`src/rtl/bsearch_ctrl_if.sv`:
```
// Probe/flag bundle between the binary-search controller and its magnitude comparator,
// plus the start request and the search report.
interface bsearch_ctrl_if #(
  parameter int SIZE   = 4,
  parameter int STEP_W = 5
);
  logic              start;
  logic              eq_in;
  logic              gt_in;
  logic              lt_in;
  logic [SIZE-1:0]   guess;
  logic              busy;
  logic              done;
  logic              found;
  logic              error;
  logic [SIZE-1:0]   result;
  logic [STEP_W-1:0] steps;

  modport master (
    input  start, eq_in, gt_in, lt_in,
    output guess, busy, done, found, error, result, steps
  );

  modport slave (
    output start, eq_in, gt_in, lt_in,
    input  guess, busy, done, found, error, result, steps
  );
endinterface

```
`src/rtl/bsearch_ctrl.sv`:
```
// Binary-search controller: drives a registered guess into an external comparator and
// narrows [lo,hi] from its eq/gt/lt flags until a match, an empty range, or a bad flag set.
module bsearch_ctrl #(
  parameter int SIZE   = 4,
  parameter int STEP_W = 5
) (
  input  logic           clk,
  input  logic           rst,
  bsearch_ctrl_if.master bus
);

  typedef enum logic [1:0] {
    S_IDLE  = 2'd0,
    S_PROBE = 2'd1,
    S_EVAL  = 2'd2,
    S_DONE  = 2'd3
  } state_t;

  localparam logic [SIZE:0] MAX = {1'b0, {SIZE{1'b1}}};

  state_t            state;
  state_t            state_nxt;

  // Bounds carry one extra bit so guess+1 at MAX and guess-1 at 0 never alias.
  logic [SIZE:0]     lo;
  logic [SIZE:0]     hi;
  logic [SIZE:0]     sum_lh;
  logic [SIZE:0]     guess_inc;
  logic [SIZE:0]     guess_dec;

  logic [SIZE-1:0]   guess_q;
  logic [SIZE-1:0]   result_q;
  logic [STEP_W-1:0] steps_q;
  logic              found_q;
  logic              error_q;

  logic [2:0]        flags;
  logic              one_hot;
  logic              gt_exhausted;
  logic              lt_exhausted;

  assign flags        = {bus.eq_in, bus.gt_in, bus.lt_in};
  assign one_hot      = (flags == 3'b100) || (flags == 3'b010) || (flags == 3'b001);
  assign sum_lh       = lo + hi;
  assign guess_inc    = {1'b0, guess_q} + (SIZE+1)'(1);
  assign guess_dec    = {1'b0, guess_q} - (SIZE+1)'(1);
  assign gt_exhausted = guess_inc > hi;
  assign lt_exhausted = (guess_q == '0) || (guess_dec < lo);

  always_ff @(posedge clk or posedge rst) begin
    if (rst) begin
      state <= S_IDLE;
    end else begin
      state <= state_nxt;
    end
  end

  always_comb begin
    state_nxt = state;
    unique case (state)
      S_IDLE: begin
        if (bus.start) state_nxt = S_PROBE;
      end
      S_PROBE: begin
        state_nxt = S_EVAL;
      end
      S_EVAL: begin
        if (!one_hot || bus.eq_in) begin
          state_nxt = S_DONE;
        end else if (bus.gt_in) begin
          state_nxt = gt_exhausted ? S_DONE : S_PROBE;
        end else begin
          state_nxt = lt_exhausted ? S_DONE : S_PROBE;
        end
      end
      S_DONE: begin
        state_nxt = S_IDLE;
      end
      default: state_nxt = S_IDLE;
    endcase
  end

  always_ff @(posedge clk or posedge rst) begin
    if (rst) begin
      lo       <= '0;
      hi       <= '0;
      guess_q  <= '0;
      result_q <= '0;
      steps_q  <= '0;
      found_q  <= 1'b0;
      error_q  <= 1'b0;
    end else begin
      unique case (state)
        S_IDLE: begin
          if (bus.start) begin
            lo       <= '0;
            hi       <= MAX;
            steps_q  <= '0;
            found_q  <= 1'b0;
            error_q  <= 1'b0;
            result_q <= '0;
          end
        end
        S_PROBE: begin
          guess_q <= SIZE'(sum_lh >> 1);
        end
        S_EVAL: begin
          steps_q <= steps_q + STEP_W'(1);
          if (!one_hot) begin
            error_q <= 1'b1;
            found_q <= 1'b0;
          end else if (bus.eq_in) begin
            found_q  <= 1'b1;
            result_q <= guess_q;
          end else if (bus.gt_in) begin
            if (gt_exhausted) found_q <= 1'b0;
            else              lo      <= guess_inc;
          end else begin
            if (lt_exhausted) found_q <= 1'b0;
            else              hi      <= guess_dec;
          end
        end
        S_DONE: begin
        end
        default: begin
        end
      endcase
    end
  end

  // busy/done come only from the state register, never from the flag inputs.
  always_comb begin
    bus.busy   = (state != S_IDLE);
    bus.done   = (state == S_DONE);
    bus.guess  = guess_q;
    bus.found  = found_q;
    bus.error  = error_q;
    bus.result = result_q;
    bus.steps  = steps_q;
  end

endmodule

```
`src/flat_wrapper.sv`:
```
// flat-port wrapper written by rule: the top's interface ports become plain ports
module bsearch_ctrl_flat 
#(
  parameter int SIZE   = 4,
  parameter int STEP_W = 5
)
  (clk, rst, bus_start, bus_eq_in, bus_gt_in, bus_lt_in, bus_guess, bus_busy, bus_done, bus_found, bus_error, bus_result, bus_steps);
  bsearch_ctrl_if #(.SIZE(SIZE), .STEP_W(STEP_W)) bus_i ();
  input  logic clk;
  input  logic rst;
  input wire logic [$bits(bus_i.start)-1:0] bus_start;
  input wire logic [$bits(bus_i.eq_in)-1:0] bus_eq_in;
  input wire logic [$bits(bus_i.gt_in)-1:0] bus_gt_in;
  input wire logic [$bits(bus_i.lt_in)-1:0] bus_lt_in;
  output wire logic [$bits(bus_i.guess)-1:0] bus_guess;
  output wire logic [$bits(bus_i.busy)-1:0] bus_busy;
  output wire logic [$bits(bus_i.done)-1:0] bus_done;
  output wire logic [$bits(bus_i.found)-1:0] bus_found;
  output wire logic [$bits(bus_i.error)-1:0] bus_error;
  output wire logic [$bits(bus_i.result)-1:0] bus_result;
  output wire logic [$bits(bus_i.steps)-1:0] bus_steps;
  assign bus_i.start = bus_start;
  assign bus_i.eq_in = bus_eq_in;
  assign bus_i.gt_in = bus_gt_in;
  assign bus_i.lt_in = bus_lt_in;
  assign bus_guess = bus_i.guess;
  assign bus_busy = bus_i.busy;
  assign bus_done = bus_i.done;
  assign bus_found = bus_i.found;
  assign bus_error = bus_i.error;
  assign bus_result = bus_i.result;
  assign bus_steps = bus_i.steps;
  bsearch_ctrl #(.SIZE(SIZE), .STEP_W(STEP_W)) u_core (.clk(clk), .rst(rst), .bus(bus_i));
endmodule
```
`config.mk`:
```
export PLATFORM = sky130hd
export DESIGN_NAME = bsearch_ctrl_flat
export DESIGN_NICKNAME = d
export VERILOG_FILES = /design/src/rtl/bsearch_ctrl_if.sv /design/src/rtl/bsearch_ctrl.sv /design/src/flat_wrapper.sv
export SDC_FILE = /design/constraint.sdc
export NUM_CORES = 1
export LEC_CHECK = 0
export ABC_AREA = 1
export BUFFER_PORTS_ARGS = -buffer_cell sky130_fd_sc_hd__buf_2
export CORE_ASPECT_RATIO = 0.5
export CORE_MARGIN = 2
export CORE_UTILIZATION = 57
export CTS_CLUSTER_DIAMETER = 200
export DETAILED_ROUTE_END_ITERATION = 7
export PLACE_DENSITY = 0.85
export SETUP_SLACK_MARGIN = 0.4
export SLEW_MARGIN = 20
export SYNTH_ARGS = -nofsm -noshare
export SYNTH_HDL_FRONTEND = slang
export SYNTH_SLANG_ARGS = --single-unit
```
`constraint.sdc`:
```
create_clock -name clk -period 2.1 [get_ports clk]
set_input_delay 0.105 -clock clk [delete_from_list [all_inputs] [get_ports clk]]
set_output_delay 0.105 -clock clk [all_outputs]
set_load 0.005 [all_outputs]
```
==> flow_summary.toml <==
[run_status]
violations = "design-rule violations, negative setup slack"
outcome = "complete, but fails checks"

[synthesis]
synth-async-reset-ratio_pct = 100
synthesis.area_mm2 = 0.00168
yosysSeqAreaShare_pct = 40.1
ys_ff_latch = 27
synthCells = 208
synth_fp_nets = 230
ys_warn_count = 0
synth_edf_count = 0
syn_area_per_cell_um2 = 8.10
synth_cell_type_count = 28
ys.flop_type = "dfrtp_1"

[cells_and_area]
syn2layout_area_growth_pct = 50.7
layout-drive-gt1-share_pct = 49.4
fillCellCount = 78
fin_area_mm2 = 0.00254
fin_nets = 292

[clock_tree]
insertion_delay_ns = 0.32
clkSinkCount = 27
clk_path_buf_depth = 2
cts_buffers = 3
tritoncts = "done"
cts-root-buf = "clkbuf_8"
clk_pin_slew_ns = 0.12
htreeDepth = 1

[setup_path]
cp_top_family = "simple AND/OR/NAND/NOR gates"
path_depth = 16
critPathSlowestCell = "dfrtp_2"
path_common_cell = "nand2_1"
path_buf_inv = 3
critPathArrivalTime_ns = 2.54
criticalPathCategory = "register to register"
rrSetupSlack_ns = -0.25
cp_max_fo = 4
path_cells = "inv_4 > ha_4 > nand2_2 > nor2_4 > ha_4 > nand2_1 > inv_2 > nand4_1 > nand3_1 > nand2_2 > buf_4 > nand2_1 > nand2_1 > nand2_1 > nand2_1 > nand2_1"
critPathLaunchType = "register"
max_stage_delay_ns = 0.49
cp-end-kind = "register"
r2r-end = "u_core.bus.found"
required_ns = 2.29
reg2regPathDepth = 16
r2r_start = "u_core.bus.guess[0]"

[timing]
tightestPinTransition_ns = 0.726
fin_crit_ns = 2.35
setup_ws_ns = -0.251
fmax_mhz = 425
tns_ns = -1.45
slew_headroom_pct = 51.6
fin_skew_ns = 0.0282
rsz0062_at_grt = "true"
final_hold_viol_count = 0
drv_slew = 0
finalCritPeriodShare_pct = 112
setup_viol = 12

[routing]
num_vias = 2127
drtAntennaViolNets = 0
drt_iter0_drc = 432
route.detailed.drc = 40
dr.pass1.iters = 8
wirelength_um = 8160
viasPerCell = 6.93
wl_per_cell_um = 26.6

[global_routing]
grt_pass1_vias = 1723
grt_util_all_layers_pct = 34.5
grt_overflow = 0
antenna_found_initial = 2
grt_pass1_wl_um = 8620
grt_max_degree = 18

[die]
initial_utilization_pct = 62.4
die_w_um = 80.9
rows = 13
die-area_mm2 = 0.00343
io_pins = 23
core-area_mm2 = 0.00270
die_height_um = 42.4

[flow_run]
max_cap_violations = 0

[placed_design]
dp_hpwl_um = 3030
gp_congestion = 0.983
dpl-instance-area_mm2 = 0.00186
io_buffer_count = 22

[worst_hold_path]
holdCritStartpoint = "bus_eq_in"
min_path_cells = 3
hp-class = "input port to register"
min_to = "u_core.bus.found"

[power]
power_leakage_nw = 1.24
vdd_drop_max_mv = 1.50
power_density_mw_per_mm2 = 1970
==> state kept, by name, summed over array words and instances (netlist names) <==
signal             count
u_core.hi              5
u_core.bus.guess       4
u_core.bus.result      4
u_core.bus.error       1
u_core.bus.found       1
u_core.bus.steps       5
u_core.state           2
u_core.lo              5
==> synth_stat cells, drive strengths merged (2+ instances only) <==
cell type / count / share of area [%]
dfrtp: 27 / 40
o21ai: 19 / 5.9
ha: 15 / 11
nand3: 16 / 5.8
a21oi: 9 / 2.7
o31ai: 4 / 1.8
nand2: 57 / 13
nand4: 2 / 0.74
inv: 32 / 7.1
xnor2: 2 / 1.0
xor2: 5 / 2.6
nor2: 11 / 3.3
buf: 2 / 0.89
==> layout make-up <==
class / count / area [um2] / share of cell area (%)
Inverter: 33 / 141 / 5.57
Multi-Input combinational cell: 147 / 1220 / 48.2
Antenna cell: 1 / 2.50 / 0.0986
Tap cell: 37 / 46.3 / 1.82
Clock buffer: 4 / 45.0 / 1.77
Timing Repair Buffer: 58 / 402 / 15.8
Sequential cell: 27 / 679 / 26.8
==> where the power goes <==
group	internal, W	switching (W)	total (W)	leakage, nW
clock network	0.000137	0.000198	0.000335	0.0228
logic	0.00149	0.00218	0.00367	0.868
registers	0.000714	0.000288	0.00100	0.346
total	0.00234	0.00266	0.00501	1.24
==> kinds of logic (layout without fill, tap and decap cells) <==
kind of cell | after synthesis | in the layout | share of synthesized area, %
AND/OR/NAND/NOR | 89 | 90 | 24.2
multiplexers | 1 | 1 | 0.594
adder cells (fa/ha/maj) | 16 | 16 | 12.3
other | 0 | 1 | 0
buffers and inverters | 35 | 95 | 8.32
AO/OA/AOI/OAI | 33 | 33 | 10.8
flip-flops | 27 | 27 | 40.1
XOR/XNOR | 7 | 7 | 3.64
==> metrics by stage <==
step           hold slack, ns  cells  power (W)  util, %  worst slack (ns)
5_1_grt                 0.105    307    0.00519     94.0            -0.280
2_1_floorplan           0.158    208    0.00210        -             0.266
6_report               0.0869    307    0.00501     94.0            -0.251
4_1_cts                0.0935    289    0.00345     79.8             0.134
3_5_place_dp            0.221    267    0.00259     68.9           -0.0691
3_3_place_gp            0.203    267    0.00252     68.9          -0.00203
==> worst max-delay path by stage <==
stage,start,to,slack (ns)
4_1_cts,u_core.bus.guess[0],u_core.bus.found,0.13
2_1_floorplan,u_core.bus.guess[0],u_core.hi[0],0.27
3_5_place_dp,u_core.bus.guess[0],u_core.hi[1],-0.07
5_1_grt,u_core.bus.guess[0],u_core.bus.found,-0.28
6_report,u_core.bus.guess[0],u_core.bus.found,-0.25
3_3_place_gp,u_core.bus.guess[0],u_core.hi[0],-0.002
==> worst reg2reg max path, delay by kind of cell, from the launching register on <==
family / cells / cell delay, ns
adder cells (fa/ha/maj): 2 / 0.41
flip-flops: 1 / 0.49
buffers and inverters: 3 / 0.33
AND/OR/NAND/NOR: 11 / 1.01
==> placed cells by master (no fill, tap or decap), types with 4 or more instances in the layout <==
| cell type | instances |
|---|---|
| o21ai_1 | 8 |
| nand2_2 | 17 |
| nand2_1 | 36 |
| buf_6 | 5 |
| nor2_1 | 7 |
| inv_4 | 7 |
| inv_1 | 20 |
| o21ai_0 | 7 |
| a21oi_1 | 4 |
| buf_2 | 22 |
| inv_2 | 6 |
| nand3_4 | 4 |
| o21ai_2 | 4 |
| a21oi_2 | 5 |
| dfrtp_1 | 24 |
| nand3_1 | 10 |
| ha_4 | 8 |
| ha_1 | 7 |
| nor2_4 | 4 |
| buf_4 | 30 |
==> routing by layer <==
| metal | up-vias | track usage (%) | share of wire [%] | wire (um) |
|---|---|---|---|---|
| li1 | 798 | - | - | - |
| met1 | 952 | 46.0 | 34 | 2760 |
| met2 | 273 | 48.3 | 39 | 3150 |
| met3 | 104 | 12.9 | 16 | 1340 |
| met4 | 0 | 18.6 | 11 | 899 |
| met5 | - | 0 | 0 | 0 |
==> timing repair <==
| item | in CTS | in global routing |
|---|---|---|
| gates resized for setup | 26 | 60 |
| setup endpoints to repair | 13 | 19 |
| gates cloned | 1 | 0 |
| hold buffers | 1 | 0 |
| endpoints found under the hold margin | 15 | 0 |
| pin swaps | 9 | 24 |
| setup buffers | 16 | 17 |
Power figures use the tool's default switching activity.
